`config.mk`:
```
export PLATFORM = sky130hd
export DESIGN_NAME = wb_stage
export DESIGN_NICKNAME = d
export VERILOG_FILES = /design/src/rtl/wb_stage.sv
export SDC_FILE = /design/constraint.sdc
export NUM_CORES = 1
export LEC_CHECK = 0
export BUFFER_PORTS_ARGS = -buffer_cell sky130_fd_sc_hd__buf_2
export CORE_MARGIN = 5
export CORE_UTILIZATION = 52
export CTS_CLUSTER_DIAMETER = 30
export DETAILED_ROUTE_END_ITERATION = 16
export HOLD_SLACK_MARGIN = 0.03
export PLACE_DENSITY = 0.85
export SLEW_MARGIN = 10
export SYNTH_ARGS = -nofsm -noshare
export SYNTH_HDL_FRONTEND = slang
export SYNTH_SLANG_ARGS = --single-unit
```
`constraint.sdc`:
```
create_clock -name clk -period 5.2 [get_ports clk]
set_clock_uncertainty 0.2 [all_clocks]
set_input_delay 0.52 -clock clk [delete_from_list [all_inputs] [get_ports clk]]
set_output_delay 0.52 -clock clk [all_outputs]
set_load 0.03 [all_outputs]
```
`src/rtl/wb_stage.sv`:
```
// wb_stage: registered writeback stage for the RISC-V core.
// Picks the writeback value from the ALU result, PC+PC_INC, or aligned load
// data (memory or IO). Loads wait MEM_LAT cycles before the read word is
// sampled. Results are presented as a one-cycle out_valid pulse; out_data and
// out_rd hold their values until the next pulse.
//
// Handshake: an instruction is accepted on a rising edge where
// in_valid && in_ready. in_ready is high only in IDLE, and it does not depend
// on in_valid. Upstream must hold every in_* field stable while in_valid is
// high and in_ready is low. There is no backpressure on the output side.
// The FSM state is visible on busy (high in WAIT).
module wb_stage #(
  parameter int XLEN    = 32,
  parameter int PC_INC  = 4,
  parameter int MEM_LAT = 1
) (
  input  logic            clk,
  input  logic            rst_n,
  input  logic            in_valid,
  output logic            in_ready,
  input  logic [1:0]      in_wb_sel,
  input  logic [XLEN-1:0] in_pc,
  input  logic [XLEN-1:0] in_alu,
  input  logic [4:0]      in_rd,
  input  logic            in_reg_we,
  input  logic [2:0]      in_funct3,
  input  logic [1:0]      in_addr_lo,
  input  logic            in_io,
  input  logic [XLEN-1:0] mem_rdata,
  input  logic [XLEN-1:0] io_rdata,
  output logic            out_valid,
  output logic [XLEN-1:0] out_data,
  output logic [4:0]      out_rd,
  output logic            out_we,
  output logic            out_misalign,
  output logic            busy
);

  typedef enum logic {
    S_IDLE = 1'b0,
    S_WAIT = 1'b1
  } state_t;

  localparam logic [3:0] CNT_INIT = 4'(MEM_LAT - 1);

  state_t          r_state;
  state_t          w_state_nxt;
  logic [3:0]      r_cnt;
  logic [3:0]      w_cnt_nxt;
  logic            w_accept;
  logic            w_is_load;
  logic            w_load_done;

  // Load fields captured at acceptance
  logic [4:0]      r_rd;
  logic            r_reg_we;
  logic [2:0]      r_funct3;
  logic [1:0]      r_addr_lo;
  logic            r_io;

  logic [XLEN-1:0] w_nl_data;
  logic [XLEN-1:0] w_word;
  logic [7:0]      w_byte;
  logic [15:0]     w_half;
  logic [XLEN-1:0] w_ld_data;
  logic            w_ld_mis;

  logic            r_out_valid;
  logic [XLEN-1:0] r_out_data;
  logic [4:0]      r_out_rd;
  logic            r_out_we;
  logic            r_out_misalign;

  assign in_ready  = (r_state == S_IDLE);
  assign busy      = (r_state == S_WAIT);
  assign w_accept  = in_valid && in_ready;
  assign w_is_load = (in_wb_sel == 2'd1);

  // Non-load result; wb_sel=3 is reserved and falls back to the ALU value
  assign w_nl_data = (in_wb_sel == 2'd2) ? (in_pc + XLEN'(PC_INC)) : in_alu;

  // State and latency counter registers
  always_ff @(posedge clk or negedge rst_n) begin
    if (!rst_n) begin
      r_state <= S_IDLE;
      r_cnt   <= 4'd0;
    end else begin
      r_state <= w_state_nxt;
      r_cnt   <= w_cnt_nxt;
    end
  end

  // Next state: a load parks in WAIT until the counter reaches zero
  always_comb begin
    w_state_nxt = r_state;
    w_cnt_nxt   = r_cnt;
    w_load_done = 1'b0;
    case (r_state)
      S_IDLE: begin
        if (w_accept && w_is_load) begin
          w_state_nxt = S_WAIT;
          w_cnt_nxt   = CNT_INIT;
        end
      end
      S_WAIT: begin
        if (r_cnt == 4'd0) begin
          w_state_nxt = S_IDLE;
          w_load_done = 1'b1;
        end else begin
          w_cnt_nxt = r_cnt - 4'd1;
        end
      end
      default: w_state_nxt = S_IDLE;
    endcase
  end

  // Capture the load descriptor so upstream is free after acceptance
  always_ff @(posedge clk or negedge rst_n) begin
    if (!rst_n) begin
      r_rd      <= 5'd0;
      r_reg_we  <= 1'b0;
      r_funct3  <= 3'd0;
      r_addr_lo <= 2'd0;
      r_io      <= 1'b0;
    end else if (w_accept && w_is_load) begin
      r_rd      <= in_rd;
      r_reg_we  <= in_reg_we;
      r_funct3  <= in_funct3;
      r_addr_lo <= in_addr_lo;
      r_io      <= in_io;
    end
  end

  assign w_word = r_io ? io_rdata : mem_rdata;
  assign w_half = r_addr_lo[1] ? w_word[31:16] : w_word[15:0];

  // Byte lane selected by the low address bits
  always_comb begin
    w_byte = w_word[7:0];
    case (r_addr_lo)
      2'd0: w_byte = w_word[7:0];
      2'd1: w_byte = w_word[15:8];
      2'd2: w_byte = w_word[23:16];
      2'd3: w_byte = w_word[31:24];
      default: w_byte = w_word[7:0];
    endcase
  end

  // Extend the selected lane; misaligned or unknown funct3 yields zero data
  always_comb begin
    w_ld_data = '0;
    w_ld_mis  = 1'b0;
    case (r_funct3)
      3'b000: w_ld_data = XLEN'($signed(w_byte));
      3'b100: w_ld_data = XLEN'(w_byte);
      3'b001: begin
        if (r_addr_lo[0]) w_ld_mis  = 1'b1;
        else              w_ld_data = XLEN'($signed(w_half));
      end
      3'b101: begin
        if (r_addr_lo[0]) w_ld_mis  = 1'b1;
        else              w_ld_data = XLEN'(w_half);
      end
      3'b010: begin
        if (r_addr_lo != 2'd0) w_ld_mis  = 1'b1;
        else                   w_ld_data = XLEN'($signed(w_word[31:0]));
      end
      default: w_ld_mis = 1'b1;
    endcase
  end

  // Output registers: pulse flags clear every cycle, data and rd hold
  always_ff @(posedge clk or negedge rst_n) begin
    if (!rst_n) begin
      r_out_valid    <= 1'b0;
      r_out_data     <= '0;
      r_out_rd       <= 5'd0;
      r_out_we       <= 1'b0;
      r_out_misalign <= 1'b0;
    end else begin
      r_out_valid    <= 1'b0;
      r_out_we       <= 1'b0;
      r_out_misalign <= 1'b0;
      if (w_accept && !w_is_load) begin
        r_out_valid <= 1'b1;
        r_out_data  <= w_nl_data;
        r_out_rd    <= in_rd;
        r_out_we    <= in_reg_we && (in_rd != 5'd0);
      end else if (w_load_done) begin
        r_out_valid    <= 1'b1;
        r_out_data     <= w_ld_data;
        r_out_rd       <= r_rd;
        r_out_we       <= r_reg_we && (r_rd != 5'd0) && !w_ld_mis;
        r_out_misalign <= w_ld_mis;
      end
    end
  end

  assign out_valid    = r_out_valid;
  assign out_data     = r_out_data;
  assign out_rd       = r_out_rd;
  assign out_we       = r_out_we;
  assign out_misalign = r_out_misalign;

endmodule

```
## After elaboration in Yosys (flattened, before gate mapping)

Index checks and enable logic that the tools add are counted.

- Input port bits: 145
- Bits in registers: 57
- Logic and storage cells: 73

- Muxes and demuxes: 29
- Eq/ne operators: 11
- Reduce and logical (&&, ||, !) cells: 18
- Add/sub/neg operators: 2
- Bitwise logic cells: 1

Operator list:

| kind | number |
|---|---|
| two-way mux 32 bit | 6 |
| case mux 32 bit (5 select lines) | 1 |
| adder 32 x 3 -> 32 bit, second input constant | 1 |
| two-way mux 16 bit | 2 |
| case mux 8 bit (4 select lines) | 1 |
| two-way mux 1 bit | 12 |
| two-way mux 5 bit | 2 |
| nonzero test 5 bit | 2 |
| two-way mux 4 bit | 2 |
| case mux 4 bit (2 select lines) | 1 |
| equality test 2 bit, second input constant | 3 |
| equality test 3 bit, second input constant | 2 |
| logical AND 1 bit | 6 |
| equality test 2 x 1 -> 1 bit, second input constant | 2 |
| logical NOT 4 bit | 1 |
| nonzero test 2 bit | 2 |
| OR reduction 2 bit | 2 |
| subtractor 4 x 1 -> 4 bit, second input constant | 1 |
| equality test 3 x 1 -> 1 bit, second input constant | 1 |
| equality test 3 x 2 -> 1 bit, second input constant | 1 |
| logical NOT 3 bit | 1 |
| case mux 1 bit (3 select lines) | 1 |
| logical NOT 1 bit | 2 |
| logical NOT 2 bit | 1 |
| other kinds (5) | 5 |

## Longest topological paths before layout

- Depth in word-level cells: 7
- Mapped depth: 9

## Worst setup path after synthesis

Ideal clock, no wire load.

- Kind: in2reg
- From: in in_pc[9]
- To: reg r_out_data[27], in the netlist out_data[27]
- Data required time: 4.910 ns
- Slack: 2.846 ns
- Stages: 6
- Data arrival time: 2.064 ns
- Cells stage by stage: nand4_2 or4_4 buf_6 or4_1 a31o_1 o2111ai_1

- Word-level cells in the longest chain between the ends: 3

Ends and longest elaborated chain:

| element | line | source |
|---|---|---|
| from (decl) | 22 | `input logic [XLEN-1:0] in_pc,` |
| adder 32 x 3 -> 32 bit | 80 | `assign w_nl_data = (in_wb_sel == 2'd2) ? (in_pc + XLEN'(PC_INC)) : in_alu;` |
| two-way mux 32 bit | 80 |  |
| two-way mux 32 bit | 184 | `if (w_accept && !w_is_load) begin` |
| to (signal assigned) | 186 | `r_out_data <= w_nl_data;` |
| to (signal assigned) | 191 | `r_out_data <= w_ld_data;` |
| to (decl) | 69 | `logic [XLEN-1:0] r_out_data;` |

No other way between the ends.
A chain may end at the register's enable or synchronous reset.

## Worst setup path in the final report

- From: reg r_io
- To: reg r_out_data[27], in the netlist out_data[27]

- Word-level cells in the longest chain between the ends: 6

Ends and longest elaborated chain:

| element | line | source |
|---|---|---|
| from (decl) | 59 | `logic r_io;` |
| from (signal assigned) | 130 | `r_io <= in_io;` |
| two-way mux 32 bit * | 134 | `assign w_word = r_io ? io_rdata : mem_rdata;` |
| two-way mux 16 bit | 135 | `assign w_half = r_addr_lo[1] ? w_word[31:16] : w_word[15:0];` |
| two-way mux 32 bit | 157 | `if (r_addr_lo[0]) w_ld_mis = 1'b1;` |
| case mux 32 bit (5 select lines) * | 153 | `case (r_funct3)` |
| two-way mux 32 bit * | 189 | `end else if (w_load_done) begin` |
| two-way mux 32 bit * | 184 |  |

Every way passes the cells marked *; elsewhere a longest branch is shown, timed or not. The select of a mux whose other input is x is not followed.

==> metrics <==
CTS tree=yes; Min Clock Period, post-route=3.04 ns; depth of the worst register-to-register path=5; capture instance of the worst register-to-register path=out_data[27]$_DFFE_PN0P_; floorplan core area=8130 µm²; largest area contributor in the netlist=dfrtp_1; count of flip-flops with a built-in enable after synthesis=0; CTS hold repair buffers=0; Power Total=1.70 mW; Worst Path Arrival=3.03 ns; post-CTS repair timing setup buffer count=0; max-slew violation count=0; Clk Latency, worst-skew pair=0.36 ns; number of top-level pins=187; post-synthesis instance total=495; H-tree Lvls=3; endpoint kind of the worst setup timing path=flip-flop; total CTS buffers=9; maximum fanout encountered on the critical timing path=38; Avg WL per Cell=21.1 µm; number of failing setup endpoints in the final timing report=0; area of the die=10200 µm²; Mapped Area=4300 µm²; number of nets with antenna violations after routing=0; fraction of post-synthesis cell area in the top cell type by area=33.1%; flip-flop and latch count after synthesis=57; sequential share of the synthesized area=33.1%; share of flip-flops with an asynchronous set or reset=100%; cell chosen for the clock root=clkbuf_8; Buffers on Ports=186; dominant register cell in the synthesized netlist=dfrtp_1; Data required, critical path=5.18 ns; DP Area=5270 µm²; ratio of final minimum period to clock period=58.6%; post-route non-filler standard cell count=774; grt ovf=0; Reg2Reg Launch Point=r_io$_DFFE_PN0P_; routability congestion estimate=0.918; vias post-DR=4924; total detailed-routing wirelength=16300 µm; layout cell share with drive strength beyond 1=36.0%; clock slew at reported path FFs=0.08 ns; Cells after DPL=758; Max IR drop VDD=0.114 mV; count of filler cells inserted in the layout=691; Max Freq=328 MHz; clock net sink count=57; wire length of the first global-routing pass=24800 µm; x dimension of the die=101 µm; via/cell ratio=6.36; worst hold slack=0.0963 ns; actual slew at the worst max-slew pin=1.18 ns; Final Hold Violating Endpoints=0; antenna violations before repair=0; Total GRT Usage=31.0%; setup repair after global routing missed its margin=no; power density over cell area=311 nW/µm²; Ys Warns=0; worst setup slack for register-to-register paths=2.16 ns; drc violations=0; signed area change from the synthesized netlist to the final layout=27.2%; half-perimeter wire length after placement=12700 µm; post-synthesis area per instance=8.70 µm²; leading cell types by total area after synthesis=dfrtp_1 33%, mux2i_1 7.0%, nand2_1 4.4%; standard-cell rows=33; leakage power summed over all cells=2.49 nW; clock tree buffer depth=2; via count of the first global-routing pass=4856; total negative slack=0 ns; type of the worst min-delay path=input port to asynchronous set/reset pin; max-cap violations=0; largest net degree at the start of global routing=58; detailed-router iteration count before antenna repair=6; die outline height=101 µm; synth unique cells=60; sort of element at the start of the critical path=flip-flop; number of diodes=0; DRC marker count from the first detailed-route iteration=417; worst setup path class=flip-flop to flip-flop; initial cell density of the core=52.9%; post-route cell area=5470 µm²; count of nets after finishing=811; status=completed; net count after synthesis=642; worst relative slew slack=21.1%; post-CTS sizing=0
==> area by class of cell <==
type / instances / area (µm²) / area share, %
clock buffers: 10 / 138 / 2.51
clock inverters: 6 / 66.3 / 1.21
inverters: 11 / 41.3 / 0.754
multi-input cells: 395 / 2710 / 49.5
flip-flops and latches: 57 / 1430 / 26.1
well taps: 105 / 131 / 2.40
repair buffers: 190 / 961 / 17.6
==> how the worst max path moves through the flow <==
stage	start	to	depth (start not counted)
finish	r_io$_DFFE_PN0P_	out_data[27]$_DFFE_PN0P_	5
global route	r_io$_DFFE_PN0P_	out_data[27]$_DFFE_PN0P_	5
CTS	r_io$_DFFE_PN0P_	out_data[27]$_DFFE_PN0P_	5
global placement	r_io$_DFFE_PN0P_	out_data[26]$_DFFE_PN0P_	5
floorplan	in_pc[9]	out_data[27]$_DFFE_PN0P_	6
detailed placement	r_io$_DFFE_PN0P_	out_data[27]$_DFFE_PN0P_	5
==> cells in the final DEF (no fill, tap or decap), drive strengths merged, types with 8 or more instances in the layout <==
| cell | synthesis | final |
|---|---|---|
| a21oi | 17 | 17 |
| a31oi | 8 | 8 |
| buf | 6 | 190 |
| clkbuf | 26 | 10 |
| dfrtp | 57 | 57 |
| inv | 11 | 12 |
| mux2 | 15 | 15 |
| mux2i | 30 | 30 |
| nand2 | 51 | 51 |
| nand3 | 19 | 19 |
| nor2 | 34 | 34 |
| nor3 | 12 | 12 |
| nor4 | 12 | 12 |
| o211ai | 21 | 21 |
| o21ai | 30 | 30 |
| o22ai | 12 | 12 |
| xnor2 | 14 | 14 |
==> critical path: stages (launching register included) <==
cell	delay, ns
dfrtp_2	1.00
mux2i_1	0.45
mux2i_1	0.16
and2_1	0.23
o21ai_1	0.60
o2111ai_1	0.23
==> logic make-up (layout without fill, tap and decap cells) <==
group                      Yosys count  after routing  share of synthesized area [%]
and+or+nand+nor                    174            174                           21.0
AOI/OAI and AO/OA                  149            149                           23.9
DFF                                 57             57                           33.1
muxes                               49             49                           13.0
buffers and inverters               43            217                           4.10
xor gates and xnor gates            21             21                           4.27
adders and majority gates            2              2                          0.581
==> synth_stat cells, types with 8 or more instances <==
cell type  instances
a31oi_1            8
clkbuf_1          26
mux2i_1           30
nand2_1           51
inv_1             11
nor2_1            34
nor4_1            11
nand3_1           18
nor3_1            12
o211ai_1          21
xnor2_1           14
mux2_2            15
a21oi_1           17
o22ai_1           12
dfrtp_1           57
o21ai_0           28
==> per-layer routing <==
layer	GRT usage (%)	part of all wire, %	vias up
met5	0	0	-
met4	11.0	3.5	0
met3	6.92	10	56
met2	49.4	47	314
met1	41.5	39	2327
li1	-	-	2227
==> registers in the layout, summed over array words and instances, names as in the netlist <==
| register | count |
|---|---|
| r_cnt | 4 |
| out_data | 32 |
| out_rd | 5 |
| r_rd | 5 |
| r_reg_we | 1 |
| r_funct3 | 3 |
| busy | 1 |
| r_io | 1 |
| r_addr_lo | 2 |
| out_we | 1 |
| out_misalign | 1 |
| out_valid | 1 |
==> through the flow <==
step	util, %	worst slack [ns]
finish	67.3	2.16
global route	67.3	1.92
CTS	67.3	2.20
detailed placement	64.8	2.21
global placement	64.8	2.44
floorplan	-	2.85
==> report_power, final <==
part / total [mW] / internal, mW / switching (mW)
Combinational: 0.644 / 0.257 / 0.387
Sequential: 0.624 / 0.519 / 0.105
Clock: 0.433 / 0.235 / 0.199
Total: 1.70 / 1.01 / 0.691
(Power assumes the default switching activity.)
